## config.mk

```make
export PLATFORM = sky130hd
export DESIGN_NAME = ysyx_24120013_ctrl
export DESIGN_NICKNAME = d
export VERILOG_FILES = /design/src/rtl/ysyx_24120013_pkg.sv /design/src/rtl/ysyx_24120013_watchdog.sv /design/src/rtl/ysyx_24120013_ctrl.sv
export SDC_FILE = /design/constraint.sdc
export NUM_CORES = 1
export LEC_CHECK = 0
export CAP_MARGIN = 20
export CORE_MARGIN = 3
export CORE_UTILIZATION = 48
export DETAILED_ROUTE_END_ITERATION = 10
export GPL_ROUTABILITY_DRIVEN = 0
export GPL_TIMING_DRIVEN = 0
export PLACE_DENSITY = 0.81
export SLEW_MARGIN = 30
export SYNTH_ARGS = -nofsm -noshare
export SYNTH_HDL_FRONTEND = slang
export SYNTH_SLANG_ARGS = --single-unit
```

## constraint.sdc

```tcl
create_clock -name clk -period 2.3 [get_ports clk]
set_input_delay 0.46 -clock clk [delete_from_list [all_inputs] [get_ports clk]]
set_output_delay 0.46 -clock clk [all_outputs]
set_load 0.03 [all_outputs]
```

## src/rtl/ysyx_24120013_pkg.sv

```systemverilog
// Shared constants for the ysyx_24120013 core controller: FSM state encodings
// and a helper that identifies states waiting on an external handshake.
package ysyx_24120013_pkg;

  localparam logic [2:0] S_IDLE      = 3'd0;
  localparam logic [2:0] S_FETCH     = 3'd1;
  localparam logic [2:0] S_WAIT_INST = 3'd2;
  localparam logic [2:0] S_EXEC      = 3'd3;
  localparam logic [2:0] S_MEM_REQ   = 3'd4;
  localparam logic [2:0] S_MEM_WAIT  = 3'd5;
  localparam logic [2:0] S_WB        = 3'd6;
  localparam logic [2:0] S_HALT      = 3'd7;

  // States in which progress depends on the IFU or LSU answering.
  function automatic logic is_wait_state(input logic [2:0] s);
    return (s == S_FETCH) || (s == S_WAIT_INST) || (s == S_MEM_REQ) || (s == S_MEM_WAIT);
  endfunction

endpackage

```

## src/rtl/ysyx_24120013_watchdog.sv

```systemverilog
// Stall watchdog: counts consecutive busy cycles without handshake progress
// and raises trip on the TIMEOUT_CYC-th such cycle.
module ysyx_24120013_watchdog #(
  parameter int TIMEOUT_CYC = 1024
) (
  input  logic clk,
  input  logic rst,
  input  logic busy,
  input  logic clear,
  output logic trip
);

  localparam int CW = $clog2(TIMEOUT_CYC + 1);

  logic [CW-1:0] cnt;

  // Leaving a busy state always goes through a handshake or a non-busy state,
  // so clearing on !busy or clear also covers every state change.
  always_ff @(posedge clk) begin
    if (rst || !busy || clear) cnt <= '0;
    else                       cnt <= cnt + 1'b1;
  end

  assign trip = busy && !clear && (cnt == CW'(TIMEOUT_CYC - 1));

endmodule

```

## src/rtl/ysyx_24120013_ctrl.sv

```systemverilog
// Multi-cycle core controller FSM (fetch / exec / mem / writeback / halt).
// Optional stall watchdog enabled by defining YSYX_24120013_WATCHDOG_EN.
module ysyx_24120013_ctrl
  import ysyx_24120013_pkg::*;
#(
  parameter int TIMEOUT_CYC = 1024
) (
  input  logic        clk,
  input  logic        rst,
  output logic        ifu_req_valid,
  input  logic        ifu_req_ready,
  input  logic        ifu_rsp_valid,
  output logic        inst_latch_en,
  input  logic        idu_is_load,
  input  logic        idu_is_store,
  input  logic        idu_is_ebreak,
  input  logic        idu_rd_wen,
  output logic        lsu_req_valid,
  input  logic        lsu_req_ready,
  input  logic        lsu_rsp_valid,
  output logic        rf_wen,
  output logic        pc_we,
  output logic        commit,
  output logic [31:0] inst_cnt,
  output logic        halt,
  output logic        err,
  output logic [2:0]  state
);

  logic [2:0]  state_q;
  logic [2:0]  state_d;
  logic [31:0] inst_cnt_q;
  logic        err_q;
  logic        hs;
  logic        trip;
  logic        live;

  always_comb begin
    // NOTE: every always_comb output gets a default first so no path infers a latch.
    hs = 1'b0;
    case (state_q)
      S_FETCH:     hs = ifu_req_ready;
      S_WAIT_INST: hs = ifu_rsp_valid;
      S_MEM_REQ:   hs = lsu_req_ready;
      S_MEM_WAIT:  hs = lsu_rsp_valid;
      default:     hs = 1'b0;
    endcase
  end

  always_comb begin
    state_d = state_q;
    case (state_q)
      S_IDLE:      state_d = S_FETCH;
      S_FETCH:     if (hs) state_d = S_WAIT_INST;
      S_WAIT_INST: if (hs) state_d = S_EXEC;
      S_EXEC: begin
        if (idu_is_ebreak)                   state_d = S_HALT;
        else if (idu_is_load || idu_is_store) state_d = S_MEM_REQ;
        else                                 state_d = S_WB;
      end
      S_MEM_REQ:   if (hs) state_d = S_MEM_WAIT;
      S_MEM_WAIT:  if (hs) state_d = S_WB;
      S_WB:        state_d = S_FETCH;
      default:     state_d = S_HALT;
    endcase
    if (trip) state_d = S_HALT;
  end

  // NOTE: state registers use non-blocking assignments so all flops update together.
  always_ff @(posedge clk) begin
    if (rst) begin
      state_q    <= S_IDLE;
      inst_cnt_q <= '0;
    end else begin
      state_q <= state_d;
      if (state_q == S_WB) inst_cnt_q <= inst_cnt_q + 32'd1;
    end
  end

`ifdef YSYX_24120013_WATCHDOG_EN
  ysyx_24120013_watchdog #(
    .TIMEOUT_CYC (TIMEOUT_CYC)
  ) u_watchdog (
    .clk   (clk),
    .rst   (rst),
    .busy  (is_wait_state(state_q)),
    .clear (hs),
    .trip  (trip)
  );

  always_ff @(posedge clk) begin
    if (rst)       err_q <= 1'b0;
    else if (trip) err_q <= 1'b1;
  end
`else
  assign trip  = 1'b0;
  assign err_q = 1'b0;
`endif

  // Reset masks every output immediately, before the synchronous clear lands.
  assign live          = !rst;
  assign ifu_req_valid = live && (state_q == S_FETCH);
  assign inst_latch_en = live && (state_q == S_WAIT_INST) && ifu_rsp_valid;
  assign lsu_req_valid = live && (state_q == S_MEM_REQ);
  assign pc_we         = live && (state_q == S_WB);
  assign commit        = live && (state_q == S_WB);
  assign rf_wen        = live && (state_q == S_WB) && idu_rd_wen && !idu_is_store;
  assign halt          = live && (state_q == S_HALT);
  assign err           = live && err_q;
  assign state         = live ? state_q : S_IDLE;
  assign inst_cnt      = live ? inst_cnt_q : 32'd0;

endmodule

```

---- Yosys cells after proc, flatten, opt, wreduce, memory -nomap -nowiden ----
Index checks and enable logic that the tools add are counted.
storage, ports and cells
  register bits ........................... 35
  output and inout port bits .............. 43
cells by class
  add/sub/neg operators ................... 1
  eq/ne operators ......................... 11
  multiplexer cells ....................... 10
  reduce and logical (&&, ||, !) cells .... 14
operators with widths
  kind                                           count
  adder 32 x 1 -> 32 bit, second input constant  1
  two-way mux 32 bit                             1
  case mux 3 bit (6 select lines)                1
  two-way mux 3 bit                              5
  == test 3 bit, second input constant           4
  logical AND 1 bit                              8
  inequality test 2 bit, second input constant   4
  == test 3 x 2 -> 1 bit, second input constant  2
  two-way mux 2 bit                              2
  case mux 1 bit (4 select lines)                1
  AND reduction 4 bit                            1
  == test 3 x 1 -> 1 bit, second input constant  1
  logical NOT 3 bit                              1
  logical NOT 1 bit                              2
  OR reduction 2 bit                             1
  logical OR 1 bit                               1

---- Longest topological paths before layout ----
Gate-level depths: netlist of the first run.
  depth after elaboration ................. 4
  gate-level depth with buffers ........... 6

---- Worst setup path before layout of the first run ----
No wires, ideal clock.
  kind .................................... input-to-output
  start point ............................. input port rst
  end point ............................... output port ifu_req_valid
  arrival time ............................ 1.866 ns
  required time ........................... 1.840 ns
  slack ................................... -0.026 ns
  cell stages on the path ................. 3
  path buffers ............................ 2
  cells stage by stage .................... clkbuf_1 > clkbuf_1 > nor4b_1
on the way
  longest elaborated chain between the ends .. 2
RTL lines
  what               line                       source
  start, declared    ysyx_24120013_ctrl.sv:9    input logic rst,
  logical NOT 1 bit  ysyx_24120013_ctrl.sv:101  assign live = !rst;
  logical AND 1 bit  ysyx_24120013_ctrl.sv:102  assign ifu_req_valid = live && (state_q == S_FETCH);
  end, declared      ysyx_24120013_ctrl.sv:10   output logic ifu_req_valid,
No other way between the ends.

---- Worst setup path after layout of the first run ----
  start point ............................. input port rst
  end point ............................... output port inst_cnt[3]
on the way
  longest elaborated chain between the ends .. 1
RTL lines
  what                line                       source
  two-way mux 32 bit  ysyx_24120013_ctrl.sv:111  assign inst_cnt = live ? inst_cnt_q : 32'd0;
  end, declared       ysyx_24120013_ctrl.sv:24   output logic [31:0] inst_cnt,
No other way between the ends.

==> metrics.csv, run 1 <==
stage,metric,value,unit
status,run status,"finished, final reports clean",
logic_synthesis,cell accounting for the most synthesized area,dfxtp_1,
global_route,maximum number of pins on one net before global-route repair,12,
finish,fillers,317,
logic_synthesis,cell types with the largest area share after synthesis,"dfxtp_1, nor2b_1, xor2_1",
detailed_routing,highest metal layer with signal wires,met4,
worst_setup_path,critical-path maximum fanout,10,
global_route,all-layer global routing usage,17.6,%
finish,antenna diode count,0,
logic_synthesis,most repeated cell in the gate-level netlist after synthesis,nor2_1,
placement,placed wire-length estimate,3.07,mm
worst_setup_path,critical path arrival,1770,ps
hold_path,"Endpoint, Worst Hold",inst_cnt_q[1],
logic_synthesis,"Seq/Total Area, Yosys",36.0,%
floorplan,Die X,69.7,um
placement,pre-CTS setup slack,-175,ps
logic_synthesis,Synth Instances,236,
timing,WHS,512,ps
timing,Final WS setup,67.0,ps
hold_path,worst hold path cell count,2,
power,total power consumption of the routed design,1.28,mW
power,worst vdd rail ir drop,0.000430,V
finish,layout-stage area growth over the synthesis result,35.3,%
timing,Fin Setup TNS,0,ps
logic_synthesis,synthesis warning total,0,
power,Lkg Pwr,1.06,nW
worst_setup_path,type of element capturing the critical path,primary output,
worst_setup_path,depth of the most critical reg-to-reg path,6,
clocking,post-CTS clock slew at the launch and capture registers of the worst setup and hold paths,70,ps
finish,number of nets in the finished design,304,
floorplan,core footprint,3800,um2
job,count of maximum capacitance violations,0,
placement,instance area after placement,2510,um2
timing,final setup violation count,0,
worst_setup_path,worst flop-to-flop path startpoint,inst_cnt_q[0],
worst_setup_path,critical path class,input port to primary output,
logic_synthesis,number of enable-type register cells in the synthesized netlist,0,
detailed_routing,per-cell via count in the routed design,5.22,
worst_setup_path,CP required,1840,ps
timing,period utilization,97.1,%
detailed_routing,detailed router's first-iteration violation count,68,
finish,"Design Area, Final",2640,um2
clocking,clock root cell,clkbuf_8,
clocking,clock insertion delay at the later pin of the skew report,280,ps
finish,share of layout cells above drive strength 1,8.50,%
hold_path,worst hold-check path type,flip-flop to flip-flop,
worst_setup_path,register-to-register setup slack,360,ps
clocking,TritonCTS clock tree,done,
logic_synthesis,ys async rst share,0,%
logic_synthesis,post-synthesis sequential element count,35,
finish,area used by multi-input combinational logic,1180,um2
timing,worst clock skew,2.54,ps
placement,number of port buffers,50,
timing,upper clock frequency limit,448,MHz
global_route,wire length of the first global-routing pass,7.21,mm
global_route,via count of the first global-routing pass,1691,
logic_synthesis,Avg Inst Size Synth,8.25,um2
finish,Util after Layout,69.4,%
logic_synthesis,Post-Synthesis Net Count,247,
floorplan,Boundary Pins,53,
floorplan,effective utilization at floorplan,51.3,%
timing,final slew viol count,0,
timing,transition time at the pin with the least slew margin,608,ps
detailed_routing,first drt pass iteration count,4,
logic_synthesis,leading register cell type out of synthesis,dfxtp_1,
detailed_routing,count of antenna-violating nets left after detailed routing,0,
detailed_routing,final routed wirelength across all metal layers,4.17,mm
logic_synthesis,commonest cells in the synthesized netlist,"nor2_1, nor2b_1, dfxtp_1, xor2_1, nand2_1",
detailed_routing,Met1 Routed Length,1.96,mm
logic_synthesis,Cell variety after synth,37,
detailed_routing,met2 WL,2.00,mm
placement,total instance count after detailed placement,334,
timing,"Min Clock Period, post-route",2230,ps
detailed_routing,drt wl/cell,12.2,um
clocking,count of clock tree sinks,35,
detailed_routing,DRC errors left,0,
floorplan,area enclosed by the die boundary,4860,um2
timing,number of hold violations in the final report,0,
finish,final std cells w/o fill,342,
detailed_routing,detailed-route via count,1785,
detailed_routing,amount of wire on met3 after detailed routing,168,um
clocking,hold-fix buffers at CTS,0,
clocking,CTS Buf Count,5,
logic_synthesis,total standard cell area after synthesis,1950,um2
logic_synthesis,post-synth top area share,36.0,%
floorplan,die boundary height,69.7,um
power,Power Density,486,nW/um2
timing,RSZ-0062 raised after global routing,no,
floorplan,Row Count,22,
clocking,CTS H-tree lvls,2,
timing,worst rel slew slack,59.1,%
hold_path,start point of the worst min-delay path,inst_cnt_q[1],
worst_setup_path,sort of element at the start of the critical path,input port,
clocking,buffer depth of the longest clock path,2,
worst_setup_path,R2R Path End,inst_cnt_q[30],
global_route,number of antenna violations at the first check in global routing,0,
global_route,overall overflow remaining after global route,0,
finish,sequential standard cell area,701,um2
[area by class of cell]
| class | count | area share, % |
|---|---|---|
| buffer | 14 | 2.80 |
| clock buffer | 6 | 3.13 |
| clock inverter | 2 | 1.33 |
| inverter | 2 | 0.285 |
| multi-input combinational | 185 | 44.7 |
| sequential | 35 | 26.6 |
| tap | 48 | 2.28 |
| timing repair buffer | 50 | 18.9 |
[worst max-delay path, stage by stage]
cell             delay (ps)
clkbuf_2                150
clkbuf_1                250
nor2b_1                 210
clkdlybuf4s50_1         690
[cells in the final DEF, fill, tap and decap left out, types with 2 or more instances in the layout]
cell type         n
dlygate4sd2_1     4
clkbuf_2          5
buf_1             2
nand3b_1          2
nor2_1           40
and3_1            5
inv_1             2
clkbuf_1          4
or4_1             2
nand2_1          15
nor2b_1          36
buf_4             2
clkdlybuf4s50_1  44
xor2_1           24
a21oi_1           3
nor3_4            2
and4_1            3
nand2b_1          3
xnor2_1           4
nand3_1          11
o21ai_0           5
nand4b_1          2
clkbuf_8          6
nor3_1            3
dfxtp_1          35
nand4_1          11
[report_power, final]
group	internal, mW	switching [mW]	total, mW
Combinational	0.0407	0.0582	0.0989
Sequential	0.610	0.00385	0.614
Clock	0.351	0.219	0.569
[flip-flops by register name, indices dropped and copies added, names as in the netlist, named ones only]
signal / count
state_q: 2
inst_cnt_q: 32
[cells by family after synthesis]
group	synth area share [%]
AOI/OAI and AO/OA	3.28
xor gates and xnor gates	12.6
adders and majority gates	0.642
buffers and inverters	3.85
DFF	36.0
muxes	0.578
other	0.192
and+or+nand+nor	42.9
[what timing repair did]
action,in CTS,in global routing
setup endpoints to repair,38,11
gates resized for setup,8,6
setup buffers,0,0
[routing by layer]
metal	vias to the layer above	GRT usage, %
li1	903	-
met1	836	21.7
met2	39	30.8
met3	7	4.49
met4	0	3.83
met5	-	0
[how the worst max path moves through the flow]
stage	from	to	slack, ps
2_1_floorplan	rst	rf_wen	100
3_3_place_gp	rst	inst_latch_en	-160
3_5_place_dp	rst	inst_latch_en	-180
4_1_cts	state_q[0]	halt	8
5_1_grt	rst	inst_cnt[4]	3
6_report	rst	inst_cnt[3]	70
Note: power is estimated with default switching activity, not from simulation.
==> inputs of run 2 (changes only) <==
--- a/config.mk
+++ b/config.mk
@@ -5,9 +5,10 @@
 export SDC_FILE = /design/constraint.sdc
 export NUM_CORES = 1
 export LEC_CHECK = 0
+export ABC_AREA = 1
 export CAP_MARGIN = 20
 export CORE_MARGIN = 3
-export CORE_UTILIZATION = 48
+export CORE_UTILIZATION = 50
 export DETAILED_ROUTE_END_ITERATION = 10
 export GPL_ROUTABILITY_DRIVEN = 0
 export GPL_TIMING_DRIVEN = 0
==> metrics.csv, run 2 <==
stage,metric,value,unit
worst_setup_path,ordered list of cells on the worst path,"clkdlybuf4s50_1, clkbuf_4, buf_4, nor2_1, dlygate4sd2_1",
global_route,via count of the first global-routing pass,2261,
detailed_routing,per-cell via count in the routed design,4.99,
logic_synthesis,Post-Synthesis Net Count,393,
global_route,all-layer global routing usage,23.7,%
logic_synthesis,leading register cell type out of synthesis,dfxtp_1,
floorplan,die boundary height,73.5,um
hold_path,"Endpoint, Worst Hold",inst_cnt_q[6],
timing,RSZ-0062 raised after global routing,yes,
power,Lkg Pwr,1.30,nW
timing,worst clock skew,5.89,ps
finish,largest register by flop count,inst_cnt_q,
global_route,wire length of the first global-routing pass,10.0,mm
power,Power Density,500,nW/um2
finish,largest registers,"inst_cnt_q (32), state_q (2)",
worst_setup_path,critical path arrival,1820,ps
placement,pre-CTS setup slack,-712,ps
worst_setup_path,kind of cell adding the most delay to the critical path,buffers and inverters,
finish,most frequent cells in the layout,"nor2_1, nand2_1, inv_1, dfxtp_1",
logic_synthesis,post-synthesis sequential element count,35,
logic_synthesis,Cell variety after synth,30,
timing,Final WS setup,23.9,ps
global_route,met1 usage,31.8,%
clocking,buffer depth of the longest clock path,2,
logic_synthesis,post-synth top area share,30.8,%
logic_synthesis,synthesis warning total,0,
worst_setup_path,R2R Path End,inst_cnt_q[31],
logic_synthesis,total standard cell area after synthesis,2280,um2
clocking,clock root cell,clkbuf_8,
worst_setup_path,worst flop-to-flop path startpoint,inst_cnt_q[10],
finish,number of nets in the finished design,451,
floorplan,Boundary Pins,53,
logic_synthesis,ys async rst share,0,%
clocking,clock insertion delay at the later pin of the skew report,290,ps
floorplan,Die X,73.5,um
logic_synthesis,commonest cells in the synthesized netlist,"nor2_1, nand2_1, inv_1, dfxtp_1, nand3_1",
floorplan,Row Count,23,
hold_path,worst hold-check path type,flip-flop to flip-flop,
global_route,maximum number of pins on one net before global-route repair,11,
detailed_routing,detailed-route via count,2444,
clocking,CTS H-tree lvls,2,
timing,worst rel slew slack,63.8,%
finish,layout-stage area growth over the synthesis result,24.3,%
worst_setup_path,slowest library cell on the worst path,clkdlybuf4s50_1,
logic_synthesis,number of enable-type register cells in the synthesized netlist,0,
logic_synthesis,cell types with the largest area share after synthesis,"dfxtp_1, nor2_1, nand2_1",
power,worst vdd rail ir drop,0.000396,V
logic_synthesis,cell accounting for the most synthesized area,dfxtp_1,
timing,transition time at the pin with the least slew margin,543,ps
finish,final std cells w/o fill,490,
logic_synthesis,most repeated cell in the gate-level netlist after synthesis,nor2_1,
finish,max reg flops,32,
detailed_routing,count of antenna-violating nets left after detailed routing,0,
finish,Util after Layout,67.4,%
finish,fillers,412,
global_route,GRT met3 Usage,4.10,%
clocking,TritonCTS clock tree,done,
detailed_routing,DRC errors left,0,
worst_setup_path,CP required,1840,ps
global_route,met2 Track Usage GR,38.5,%
hold_path,start point of the worst min-delay path,inst_cnt_q[6],
detailed_routing,first drt pass iteration count,4,
job,count of maximum capacitance violations,0,
timing,period utilization,99.0,%
finish,share of layout cells above drive strength 1,14.3,%
floorplan,area enclosed by the die boundary,5400,um2
worst_setup_path,depth of the most critical reg-to-reg path,7,
timing,number of hold violations in the final report,0,
status,run status,"finished, final reports clean",
timing,upper clock frequency limit,439,MHz
finish,antenna diode count,0,
clocking,count of clock tree sinks,35,
detailed_routing,detailed router's first-iteration violation count,160,
timing,final slew viol count,0,
placement,number of port buffers,51,
global_route,global-route layer with the greatest usage,met2,
global_route,number of antenna violations at the first check in global routing,0,
worst_setup_path,sort of element at the start of the critical path,input port,
hold_path,worst hold path cell count,2,
placement,placed wire-length estimate,4.60,mm
worst_setup_path,type of element capturing the critical path,primary output,
detailed_routing,drt wl/cell,12.1,um
detailed_routing,final routed wirelength across all metal layers,5.94,mm
logic_synthesis,Synth Instances,382,
timing,"Min Clock Period, post-route",2280,ps
clocking,post-CTS clock slew at the launch and capture registers of the worst setup and hold paths,70,ps
timing,final setup violation count,0,
global_route,overall overflow remaining after global route,0,
floorplan,effective utilization at floorplan,54.2,%
worst_setup_path,largest stage delay on the critical path,440,ps
floorplan,core footprint,4200,um2
worst_setup_path,Worst Path Buf+Inv,4,
placement,total instance count after detailed placement,483,
worst_setup_path,critical path class,input port to primary output,
logic_synthesis,"Seq/Total Area, Yosys",30.8,%
worst_setup_path,critical-path maximum fanout,10,
finish,"commonest non-fill, non-tap cell in the layout",nor2_1,
logic_synthesis,Avg Inst Size Synth,5.96,um2
worst_setup_path,register-to-register setup slack,730,ps
clocking,CTS Buf Count,5,
-- run 2: changes by cell type in the layout (fill, tap and decap cells not counted), sizes merged, moves of 22 or more --
cell           delta
nor2             +65
inv              +66
nor2b            -36
nand2            +68
xor2             -22
clkdlybuf4s50    -34
-- run 2: worst max path at each step --
stage | endpoint | startpoint | depth (start not counted)
CTS | pc_we | rst | 5
global placement | inst_latch_en | rst | 5
global route | rf_wen | rst | 6
detailed placement | inst_cnt[15] | rst | 5
floorplan | rf_wen | rst | 4
finish | inst_cnt[14] | rst | 5
-- run 2: cell type report --
class | instances | area (um2) | share of cell area [%]
flip-flops and latches | 35 | 701 | 24.7
inverters | 68 | 255 | 9.01
clock inverters | 1 | 5.00 | 0.177
clock buffers | 6 | 82.6 | 2.92
multi-input cells | 270 | 1280 | 45.3
well taps | 50 | 62.6 | 2.21
repair buffers | 51 | 382 | 13.5
plain buffers | 9 | 60.1 | 2.12
-- run 2: cell families (layout without fill, tap and decap cells) --
family,after synthesis,in the layout,share of synthesized area (%)
simple gates,233,233,47.1
buf+inv,77,135,13.0
flops,35,35,30.8
compound gates,33,33,7.69
xor+xnor,2,2,0.769
fa+ha+maj,1,1,0.549
other cells,1,1,0.165
-- run 2: metrics by stage --
step	hold WS [ps]	power (mW)	TNS (ps)	area, um2
finish	512	1.42	0	2830
floorplan	468	0.878	0	2280
detailed placement	504	0.974	-25480	2850
global route	550	1.48	-4.59	2830
CTS	516	1.42	-1.94	2900
global placement	488	0.965	-25490	2850
-- run 2: worst min-delay path, stage by stage (launching register included) --
cell,delay (ps)
dfxtp_1,330
inv_1,80
a21oi_1,60
-- run 2: where the power goes --
| group | switching, mW | total (mW) | internal (mW) |
|---|---|---|---|
| logic | 0.192 | 0.289 | 0.0978 |
| registers | 0.0359 | 0.662 | 0.626 |
| clock network | 0.230 | 0.466 | 0.235 |
-- run 2: what timing repair did --
item | 4_1_cts | 5_1_grt
setup endpoints to repair | 41 | 32
setup buffers | 0 | 0
resized for setup | 76 | 53
hold buffers | 0 | 0
-- run 2: routing by layer --
layer | wire (um) | vias up
met5 | 0 | -
met2 | 2790 | 76
met4 | 70 | 0
li1 | - | 1285
met1 | 2710 | 1074
met3 | 367 | 9
